**src/rtl/uart_word_tx.sv**
```systemverilog
// Word-wide 8N1 UART transmitter: sends NBYTES bytes of an accepted 32-bit word, LSB byte first.
// Every output is a flop so the serial line and handshake carry no combinational path from the inputs.
module uart_word_tx #(
    parameter int CLK_PER_HALF_BIT = 5208,
    parameter int NBYTES           = 4
) (
    input  logic        clk,
    input  logic        rst,
    input  logic [31:0] word_in,
    input  logic        word_valid,
    output logic        word_ready,
    output logic        txd,
    output logic        busy,
    output logic        byte_done
);

    localparam int BIT_CYC = 2 * CLK_PER_HALF_BIT;
    localparam int TW      = (BIT_CYC > 2) ? $clog2(BIT_CYC) : 1;
    localparam logic [TW-1:0] BIT_LOAD  = TW'(BIT_CYC - 1);
    localparam logic [1:0]    LAST_BYTE = 2'(NBYTES - 1);

    typedef enum logic [1:0] {
        IDLE,
        START,
        DATA,
        STOP
    } state_t;

    state_t        state_q, state_d;
    logic [TW-1:0] timer_q, timer_d;
    logic [2:0]    bit_idx_q, bit_idx_d;
    logic [1:0]    byte_idx_q, byte_idx_d;
    logic [31:0]   shreg_q, shreg_d;
    logic          txd_q, txd_d;
    logic          ready_q, ready_d;
    logic          busy_q, busy_d;
    logic          byte_done_q, byte_done_d;
    logic          bit_end;

    assign bit_end = (timer_q == '0);

    always_comb begin
        // NOTE: every variable gets a default first so no path through the case infers a latch.
        state_d    = state_q;
        timer_d    = timer_q;
        bit_idx_d  = bit_idx_q;
        byte_idx_d = byte_idx_q;
        shreg_d    = shreg_q;

        case (state_q)
            IDLE: begin
                if (word_valid && ready_q) begin
                    state_d    = START;
                    timer_d    = BIT_LOAD;
                    shreg_d    = word_in;
                    byte_idx_d = '0;
                    bit_idx_d  = '0;
                end
            end
            START: begin
                if (bit_end) begin
                    state_d   = DATA;
                    timer_d   = BIT_LOAD;
                    bit_idx_d = '0;
                end else begin
                    timer_d = timer_q - 1'b1;
                end
            end
            DATA: begin
                if (bit_end) begin
                    timer_d = BIT_LOAD;
                    if (bit_idx_q == 3'd7) begin
                        state_d = STOP;
                    end else begin
                        bit_idx_d = bit_idx_q + 3'd1;
                    end
                end else begin
                    timer_d = timer_q - 1'b1;
                end
            end
            STOP: begin
                if (bit_end) begin
                    if (byte_idx_q < LAST_BYTE) begin
                        // Next byte starts immediately: no idle gap between frames of one word.
                        state_d    = START;
                        timer_d    = BIT_LOAD;
                        byte_idx_d = byte_idx_q + 2'd1;
                        shreg_d    = {8'h00, shreg_q[31:8]};
                    end else begin
                        state_d = IDLE;
                    end
                end else begin
                    timer_d = timer_q - 1'b1;
                end
            end
            default: state_d = IDLE;
        endcase

        // Outputs are derived from the next state so the registered copies line up with it.
        case (state_d)
            START:   txd_d = 1'b0;
            DATA:    txd_d = shreg_d[bit_idx_d];
            default: txd_d = 1'b1;
        endcase
        ready_d     = (state_d == IDLE);
        busy_d      = (state_d != IDLE);
        byte_done_d = (state_d == STOP) && (timer_d == '0);
    end

    // NOTE: sequential state uses non-blocking assignments so all flops update from the same pre-edge values.
    always_ff @(posedge clk) begin
        if (rst) begin
            state_q     <= IDLE;
            timer_q     <= '0;
            bit_idx_q   <= '0;
            byte_idx_q  <= '0;
            txd_q       <= 1'b1;
            ready_q     <= 1'b1;
            busy_q      <= 1'b0;
            byte_done_q <= 1'b0;
        end else begin
            state_q     <= state_d;
            timer_q     <= timer_d;
            bit_idx_q   <= bit_idx_d;
            byte_idx_q  <= byte_idx_d;
            txd_q       <= txd_d;
            ready_q     <= ready_d;
            busy_q      <= busy_d;
            byte_done_q <= byte_done_d;
        end
    end

    // NOTE: the shift register is pure datapath, always loaded on accept before use, so it needs no reset.
    always_ff @(posedge clk) begin
        shreg_q <= shreg_d;
    end

    assign txd        = txd_q;
    assign word_ready = ready_q;
    assign busy       = busy_q;
    assign byte_done  = byte_done_q;

endmodule

```
**config.mk**
```make
export PLATFORM = sky130hd
export DESIGN_NAME = uart_word_tx
export DESIGN_NICKNAME = d
export VERILOG_FILES = /design/src/rtl/uart_word_tx.sv
export SDC_FILE = /design/constraint.sdc
export NUM_CORES = 1
export LEC_CHECK = 0
export ABC_AREA = 1
export CORE_ASPECT_RATIO = 0.75
export CORE_MARGIN = 2
export CORE_UTILIZATION = 40
export DETAILED_ROUTE_END_ITERATION = 6
export PLACE_DENSITY = 0.61
export RECOVER_POWER = 100
export REMOVE_ABC_BUFFERS = 1
export SLEW_MARGIN = 25
export SYNTH_ARGS = -nofsm -noshare
export SYNTH_HDL_FRONTEND = slang
export SYNTH_SLANG_ARGS = --single-unit
```
**constraint.sdc**
```tcl
create_clock -name clk -period 2.75 [get_ports clk]
set_input_delay 0.4125 -clock clk [delete_from_list [all_inputs] [get_ports clk]]
set_output_delay 0.4125 -clock clk [all_outputs]
set_load 0.03 [all_outputs]
```
[Word level (Yosys, flattened, before mapping)]
Cells that the tools add are included.
Widths: inputs -> output; s select.
Word-level totals
  bits of input ports: 35
  logic and storage cells: 63
  register bits after elaboration: 57
  output and inout port bits: 4
Operators by class
  muxes and demuxes: 28
  reduce and logical (&&, ||, !) cells: 10
  add/sub/neg operators: 3
  magnitude comparators: 2
  eq/ne operators: 10
Operators with widths (number)
  $mux 32: 3
  $pmux 32 s2: 1
  $mux 14: 4
  $pmux 14 s3: 1
  $logic_not 14->1: 2
  $mux 2: 8
  $sub 14x1->14 const B: 1
  $mux 3: 4
  $pmux 3 s3: 1
  $eq 2x2->1 const B: 4
  $pmux 2 s4: 1
  $lt 3x6->1 const B: 1
  $ne 2x2->1 const B: 3
  $eq 2x1->1 const B: 2
  $logic_not 2->1: 2
  $pmux 2 s2: 1
  $reduce_and 4->1: 1
  $reduce_bool 2->1: 2
  $add 3x1->3 const B: 1
  $bmux 1 s3: 1
  $eq 3x3->1 const B: 1
  $add 2x1->2 const B: 1
  $logic_and 1x1->1: 2
  $lt 2x2->1 const B: 1
  other kinds (3): 4

[Longest topological paths before layout]
Gate-level depths: netlist (run 1).
  depth in word-level cells: 7
  gate-level depth with buffers: 16
  depth with buffers taken out: 16

[Least setup slack after synthesis (run 1)]
Ideal clock, no wire load.
  kind: reg-to-reg
  start: reg state_q[0]
  end: reg byte_idx_q[0]
  slack: 350 ps
  arrival: 2283 ps
  setup time: 117 ps
  path buffers: 1
  data required time: 2633 ps
  cell stages (with the launch flop): 11
  period minus slack after synthesis: 2400 ps
  cells stage by stage: dfxtp_1 > inv_1 > ha_1 > inv_2 > nor2_1 > buf_2 > o21bai_1 > nand2_1 > inv_1 > o21ai_0 > o211a_1
Between the ends
  cells in the longest elaborated chain, start to end: 3
  elaborated cells between the ends (all ways): 8
  classes of those cells: eq/ne: 4; mux: 1; reduce/logical: 3
RTL lines
  start: declaration: RTL line 29  | state_t state_q, state_d;
  start signal: assignment: RTL line 122  | state_q <= state_d;
  $eq 2x2->1 or $logic_not 2->1 (tied branches): RTL line 50  | case (state_q)
  $ne 2x2->1 (no line) or $reduce_bool 2->1 (tied branches)
  $reduce_and 4->1 (no line)
  end signal: assignment: RTL line 125  | byte_idx_q <= byte_idx_d;
  end: declaration: RTL line 32  | logic [1:0] byte_idx_q, byte_idx_d;
Parallel ways exist; a longest one is shown, timed or not.
A chain may end at the register's enable or synchronous reset.

[Worst setup path in the final report (run 1)]
  start: reg state_q[0]
  end: reg txd_q (netlist: txd)
Between the ends
  cells in the longest elaborated chain, start to end: 5
  elaborated cells between the ends (all ways): 17
  classes of those cells: eq/ne: 5; mux: 11; reduce/logical: 1
RTL lines
  $eq 2x2->1 (tied with other cells): RTL line 50
  $pmux 3 s3 (tied with other cells): RTL line 50
  $bmux 1 s3 or $pmux 2 s4 (tied branches): RTL line 102, 50
  $mux 1 (not written as such) (tied with other cells): RTL line 102  | DATA: txd_d = shreg_d[bit_idx_d];
  $pmux 1 s2 *: RTL line 100  | case (state_d)
  end signal: assignment: RTL line 126  | txd_q <= txd_d;
  end: declaration: RTL line 34  | logic txd_q, txd_d;
Every way passes the cells marked *; elsewhere a longest branch is shown, timed or not. The select of a mux whose other input is x is not followed.

==> summary.txt, run 1 <==
Setup path
  – Critical Path Fanout Max: 24
  – Setup crit end kind: flip-flop
  – Worst Path Required: 2.98 ns
  – Worst setup path start: state_q[0]
  – WP data arrival: 2.67 ns
  – Crit Reg-Reg Startpoint: state_q[0]
  – Startpoint Class: flip-flop
  – Crit Path Class: flip-flop to flip-flop

Logic synthesis
  – Synth Area per Inst: 7.09 µm²
  – EDFF count, synth: 24
  – Synth warnings: 0
  – Mapped Area: 0.00337 mm²
  – Synth area leader: edfxtp_1
  – Ys flop type: dfxtp_1
  – Top cell type's share of synthesized area: 21.4%
  – Post-synthesis cell type count: 37
  – Flop and latch count out of synthesis: 57
  – Gate Count Post-Synth: 475
  – Top cells by area, synth: edfxtp_1 21%, dfxtp_1 20%, nand2_1 17%
  – Register area share after synthesis: 41.0%
  – Ys async rst share: 0%

Floorplanning
  – Die span in x: 110 µm
  – Core area: 0.00802 mm²
  – Initial Utilization: 42.0%
  – DIE HEIGHT: 83.4 µm
  – Placement Rows: 28
  – Die area: 0.00917 mm²
  – IO Pins: 39

STA
  – Pins Over Slew Limit: 0
  – Final period util: 88.9%
  – Setup-failing EPs final: 0
  – Worst slew pin tran: 0.681 ns
  – Hold Violations, Final: 0
  – Final Critical Period: 2.44 ns
  – RSZ-0062 raised after global routing: false
  – Hold Slack: 0.471 ns
  – Final worst clock skew: 0.0112 ns
  – Slew headroom: 54.5%
  – Achievable Freq: 0.409 GHz

GRT
  – Largest net degree at the start of global routing: 33
  – GRT Total Usage: 20.0%
  – First-pass GRT wire length: 14200 µm
  – Initial antenna violation count: 0
  – Total gr overflow: 0
  – Vias in the first global route: 2938

CTS
  – Clock Sinks: 57
  – Worst skew pair latency: 0.34 ns
  – Hold-fix buffers, CTS: 0
  – Total CTS buffers: 9
  – CTS tree: yes
  – Maximum buffer depth of the clock tree: 2
  – Htree depth: 3
  – Postcts setup bufs: 0
  – Clk root buf: clkbuf_8
  – Clock transition at path regs: 0.06 ns
  – Post-CTS resize count: 0

Detailed routing
  – Detailed-route via count: 3154
  – Mean number of vias per cell: 5.01
  – Antenna Violating Nets Remaining: 0
  – Initial DRC Count: 275
  – DRC violations left: 0
  – Routed wire length: 8600 µm
  – Routed length per instance: 13.7 µm
  – TritonRoute pass-1 iters: 5

Power and ir drop
  – Power Total: 2.67 mW
  – Switching Fraction: 35.1%
  – Psw: 936 µW
  – Leak: 1.79 nW
  – Max VDD drop: 0.424 mV
  – Clk network pwr share: 28.5%
  – Logic pwr share: 31.2%
  – Power Density: 660 mW/mm²
  – Power Internal: 1.73 mW
  – Sequential power share: 40.3%

Run
  – Max-cap violations: 0

Layout
  – Nets@finish: 561
  – Area growth syn-to-layout: 20.1%
  – Fillers: 803
  – Share of cells above drive strength 1: 7.06%
  – # diodes: 0

Placed design
  – Hpwl dp: 5970 µm
  – IO Port Bufs: 38
  – Gpl congestion: 0.875

Min path
  – Hold_sp: byte_idx_q[1]
  – Worst min path class: flip-flop to flip-flop

Status
  – Status: finished clean
cells in the mapped netlist, types with 6 or more instances:
cell,count
dfxtp_1,33
nand3_1,35
buf_2,6
o21ai_1,7
edfxtp_1,24
ha_1,7
a21oi_1,23
o21ai_0,16
nand2_1,153
nor2_2,7
clkbuf_1,6
nand4_1,7
a211oi_1,7
nor2_1,56
inv_1,52
through the flow:
stage	setup TNS (ns)	std cells	cell area (µm²)	setup slack [ns]	utilization, %
after detailed placement	0	613	3880	0.369	48.3
after floorplan	-0.668	461	3300	-0.0831	-
after global placement	0	613	3880	0.364	48.3
after CTS	0	629	4070	0.345	50.7
final	0	629	4040	0.306	50.4
after global routing	0	629	4040	0.0698	50.4
final cells by class:
class	count	area [µm²]	share of cell area, %
repair buffers	47	445	11.0
flip-flops and latches	57	1380	34.2
inverters	57	214	5.29
multi-input cells	347	1680	41.6
clock buffers	11	141	3.50
clock inverters	5	46.3	1.15
well taps	105	131	3.25
state kept, by name (all words and copies together), names as in the netlist:
register and cells:
bit_idx_q 3, state_q 2, txd 1, timer_q 14, busy 1, byte_done 1
word_ready 1, byte_idx_q 2, shreg_q 32
worst max-delay path: stages (launching register included):
cell      delay [ns]
dfxtp_1         0.38
inv_1           0.11
ha_1            0.28
inv_2           0.29
nor2_1          0.13
buf_4           0.25
a211oi_1        0.24
nand2_1         0.09
nand2_1         0.14
nand2_1         0.07
nand3_1         0.08
nand3_1         0.09
nand3_1         0.11
nand2_1         0.06
layout by cell type (no fill, tap or decap), types with 2 or more instances in the layout:
cell,n
nand2_1,155
nor2_1,59
inv_1,53
nand3_1,35
clkdlybuf4s50_1,34
dfxtp_1,33
edfxtp_1,24
a21oi_1,23
o21ai_0,20
clkbuf_8,10
buf_4,8
a211oi_1,7
nand4_1,7
ha_1,7
nor2_2,5
clkinv_1,4
o21ai_1,4
xor2_1,4
dlygate4sd3_1,4
inv_2,3
mux2i_1,3
nor2_8,2
a31oi_1,2
power groups by stage:
| stage | clock (mW) | combinational [mW] | sequential (mW) |
|---|---|---|---|
| 2_1_floorplan | 0 | 0.570 | 1.09 |
| 3_3_place_gp | 0 | 0.822 | 1.09 |
| 3_5_place_dp | 0 | 0.829 | 1.09 |
| 4_1_cts | 0.779 | 0.837 | 1.07 |
| 5_1_grt | 0.815 | 0.937 | 1.09 |
| 6_report | 0.760 | 0.832 | 1.08 |
kinds of logic after synthesis:
kind of cell             after synthesis  synth area share [%]
AND/OR/NAND/NOR                      269                  34.8
adder cells (fa/ha/maj)                7                  2.60
XOR/XNOR                               4                  1.04
AO/OA/AOI/OAI                         64                  11.2
flip-flops                            57                  41.0
buffers and inverters                 71                  8.36
multiplexers                           3                 0.892
per-layer routing:
layer / global-route usage, % / share of wire (%) / vias to the layer above / routed length, µm
li1: - / - / 1619 / -
met1: 29.3 / 49 / 1431 / 4170
met2: 29.0 / 43 / 97 / 3740
met3: 5.57 / 7.4 / 7 / 636
met4: 4.14 / 0.66 / 0 / 57
met5: 0 / 0 / - / 0
final timing paths:
check	endpoint	slack, ns	cells past startpoint
max	txd	0.31	13
min	byte_idx_q[1]	0.47	2
max reg2reg	txd	0.31	13
min reg2reg	byte_idx_q[1]	0.47	2
Power figures use the tool's default switching activity.
==> inputs of run 2 (changes only) <==
Settings changed: CORE_UTILIZATION 40 to 56, PLACE_DENSITY 0.61 to 0.81.
==> run 2 against run 1 <==
Effect of this change: global-route usage is 6.9 points higher; core utilization is 19 points higher; critical path depth is 4 lower; count of clock-buffer cells in the layout is 1 lower; highest routed layer unchanged; final cell count is 4.6% lower; via count is 3.3% higher; die area is 27% lower; power hardly changed; sequential power hardly changed.
==> summary.txt, run 2 (synthesized netlist as in run 1, its figures left out) <==
Min path
  – Worst min path class: flip-flop to flip-flop (unchanged)
  – WHS Path Cells: 2 (unchanged)

Status
  – Status: finished clean (unchanged)

STA
  – Hold Violations, Final: 0 (unchanged)
  – Worst slew pin tran: 0.688 ns (was 0.681 ns)
  – Final worst clock skew: 0.0126 ns (was 0.0112 ns)
  – Final period util: 89.6% (was 88.9%)
  – Achievable Freq: 0.406 GHz (was 0.409 GHz)
  – Pins Over Slew Limit: 0 (unchanged)
  – Slew headroom: 54.2% (was 54.5%)
  – Setup WS post-layout: 0.286 ns (was 0.306 ns)
  – Setup-failing EPs final: 0 (unchanged)
  – RSZ-0062 raised after global routing: false (unchanged)
  – Final Critical Period: 2.46 ns (was 2.44 ns)

Floorplanning
  – Placement Rows: 24 (was 28)
  – Die span in x: 93.5 µm (was 110 µm)
  – Initial Utilization: 58.1% (was 42.0%)
  – IO Pins: 39 (unchanged)
  – DIE HEIGHT: 71.1 µm (was 83.4 µm)
  – Core area: 0.00580 mm² (was 0.00802 mm²)
  – Die area: 0.00665 mm² (was 0.00917 mm²)

Layout
  – Core Util, Final: 69.3% (was 50.4%)
  – Most common cell after layout, fill and taps aside: nand2_1 (unchanged)
  – Nets@finish: 559 (was 561)
  – Max FFs per register: 32 (unchanged)
  – # diodes: 0 (unchanged)
  – Most frequent cells in the layout: 153 x nand2_1, 60 x nor2_1, 53 x inv_1 (was 155 x nand2_1, 59 x nor2_1, 53 x inv_1)
  – Top flop regs: shreg_q: 32 flops, timer_q: 14 flops, bit_idx_q: 3 flops (unchanged)
  – Fillers: 484 (was 803)
  – Area growth syn-to-layout: 19.3% (was 20.1%)
  – Top reg by flops: shreg_q (unchanged)
  – Share of cells above drive strength 1: 7.28% (was 7.06%)
  – Final non-filler cell total: 600 (was 629)

CTS
  – Clock transition at path regs: 0.08 ns (was 0.06 ns)
  – CTS tree: yes (unchanged)
  – Total CTS buffers: 9 (unchanged)
  – Clk root buf: clkbuf_8 (unchanged)
  – Hold-fix buffers, CTS: 0 (unchanged)
  – Clock Sinks: 57 (unchanged)
  – Postcts setup bufs: 0 (unchanged)
  – Post-CTS resize count: 0 (unchanged)
  – Worst skew pair latency: 0.35 ns (was 0.34 ns)
  – Htree depth: 3 (unchanged)
  – Maximum buffer depth of the clock tree: 2 (unchanged)

Setup path
  – Crit Path Class: flip-flop to flip-flop (unchanged)
  – Slowest stage cell, crit path: clkbuf_1 (was dfxtp_1)
  – Critical Path Fanout Max: 16 (was 24)
  – Crit path cell chain: inv_1, ha_1, nand2_2, nor2_8, nand3_1, nor2_2, clkbuf_1, nand2_1, a21oi_1 (was inv_1, ha_1, inv_2, nor2_1, buf_4, a211oi_1, nand2_1, nand2_1, nand2_1, nand3_1, nand3_1, nand3_1, nand2_1)
  – Worst Path Required: 2.94 ns (was 2.98 ns)
  – WP data arrival: 2.66 ns (was 2.67 ns)
  – Setup crit end kind: flip-flop (unchanged)
  – Register-to-register setup slack: 0.29 ns (was 0.31 ns)
  – RR Endpoint: shreg_q[17] (was txd)
  – R2R depth: 9 (was 13)
  – Worst setup path start: timer_q[0] (was state_q[0])
  – Crit-path max cell delay: 0.54 ns (was 0.38 ns)
  – Crit Reg-Reg Startpoint: timer_q[0] (was state_q[0])
  – Startpoint Class: flip-flop (unchanged)
  – Crit path to: shreg_q[17] (was txd)

Placed design
  – Hpwl dp: 5720 µm (was 5970 µm)
  – Gpl congestion: 0.907 (was 0.875)
  – DP Worst Slack: 0.373 ns (was 0.369 ns)
  – IO Port Bufs: 38 (unchanged)
  – Inst Count DP: 584 (was 613)

Detailed routing
  – Detailed-route via count: 3257 (was 3154)
  – Routed length per instance: 13.7 µm (about the same)
  – Antenna Violating Nets Remaining: 0 (unchanged)
  – DRC violations left: 0 (unchanged)
  – Initial DRC Count: 261 (was 275)
  – Mean number of vias per cell: 5.43 (was 5.01)
  – Routed wire length: 8230 µm (was 8600 µm)
  – TritonRoute pass-1 iters: 5 (unchanged)

GRT
  – Largest net degree at the start of global routing: 33 (unchanged)
  – Total gr overflow: 0 (unchanged)
  – GRT Total Usage: 26.9% (was 20.0%)
  – Vias in the first global route: 3041 (was 2938)
  – First-pass GRT wire length: 13900 µm (was 14200 µm)
  – Initial antenna violation count: 0 (unchanged)

Run
  – Max-cap violations: 0 (unchanged)

Power and ir drop
  – Power Density: 665 mW/mm² (was 660 mW/mm²)
  – Leak: 1.78 nW (was 1.79 nW)
  – Max VDD drop: 0.458 mV (was 0.424 mV)
run 2: cell count changes in the layout (fill, tap and decap cells not counted), moves of 2 or more:
cell / delta
buf_4: -3
clkinv_1: -2
clkinvlp_4: +2
nand2_1: -2
nand2_2: +2
nor2_2: -2
o21ai_0: -2
run 2: per-layer routing:
layer | vias to the layer above | track usage [%] | part of all wire, %
li1 | 1615 | - | -
met1 | 1464 | 35.9 | 45
met2 | 159 | 42.0 | 44
met3 | 19 | 7.99 | 9.4
met4 | 0 | 8.82 | 1.8
met5 | - | 0 | 0
run 2: final cells by class:
| type | instances | area, µm² | share of cell area (%) |
|---|---|---|---|
| Inverter | 57 | 214 | 5.33 |
| Timing Repair Buffer | 45 | 442 | 11.0 |
| Clock buffer | 10 | 128 | 3.18 |
| Tap cell | 78 | 97.6 | 2.43 |
| Sequential cell | 57 | 1380 | 34.4 |
| Clock inverter | 6 | 58.8 | 1.47 |
| Multi-Input combinational cell | 347 | 1690 | 42.2 |
run 2: metrics by stage:
stage	area, µm²	hold WS, ns	total power [mW]	TNS [ns]
after floorplan	3300	0.441	1.66	-0.668
after CTS	4030	0.475	2.68	0
after detailed placement	3840	0.466	1.91	0
after global routing	4010	0.489	2.83	0
after global placement	3840	0.460	1.89	0
final	4010	0.472	2.67	0
run 2: where the power goes:
group	internal [mW]	leakage, nW	switching (mW)
clock	0.412	0.0897	0.350
combinational	0.286	1.18	0.543
sequential	1.01	0.507	0.0613
total	1.71	1.78	0.955
run 2: critical path, delay by kind of cell, from the launching register on:
family | cells | cell delay [ns]
and+or+nand+nor | 5 | 0.90
adders and majority gates | 1 | 0.23
AOI/OAI and AO/OA | 1 | 0.17
buffers and inverters | 2 | 0.67
DFF | 1 | 0.33
run 2: how the worst min path moves through the flow:
| stage | slack (ns) | start | end |
|---|---|---|---|
| 4_1_cts | 0.47 | byte_idx_q[1] | byte_idx_q[1] |
| 5_1_grt | 0.49 | byte_idx_q[1] | byte_idx_q[1] |
| 3_3_place_gp | 0.46 | byte_idx_q[1] | byte_idx_q[1] |
| 2_1_floorplan | 0.44 | byte_idx_q[1] | byte_idx_q[1] |
| 6_report | 0.47 | byte_idx_q[1] | byte_idx_q[1] |
| 3_5_place_dp | 0.47 | byte_idx_q[1] | byte_idx_q[1] |
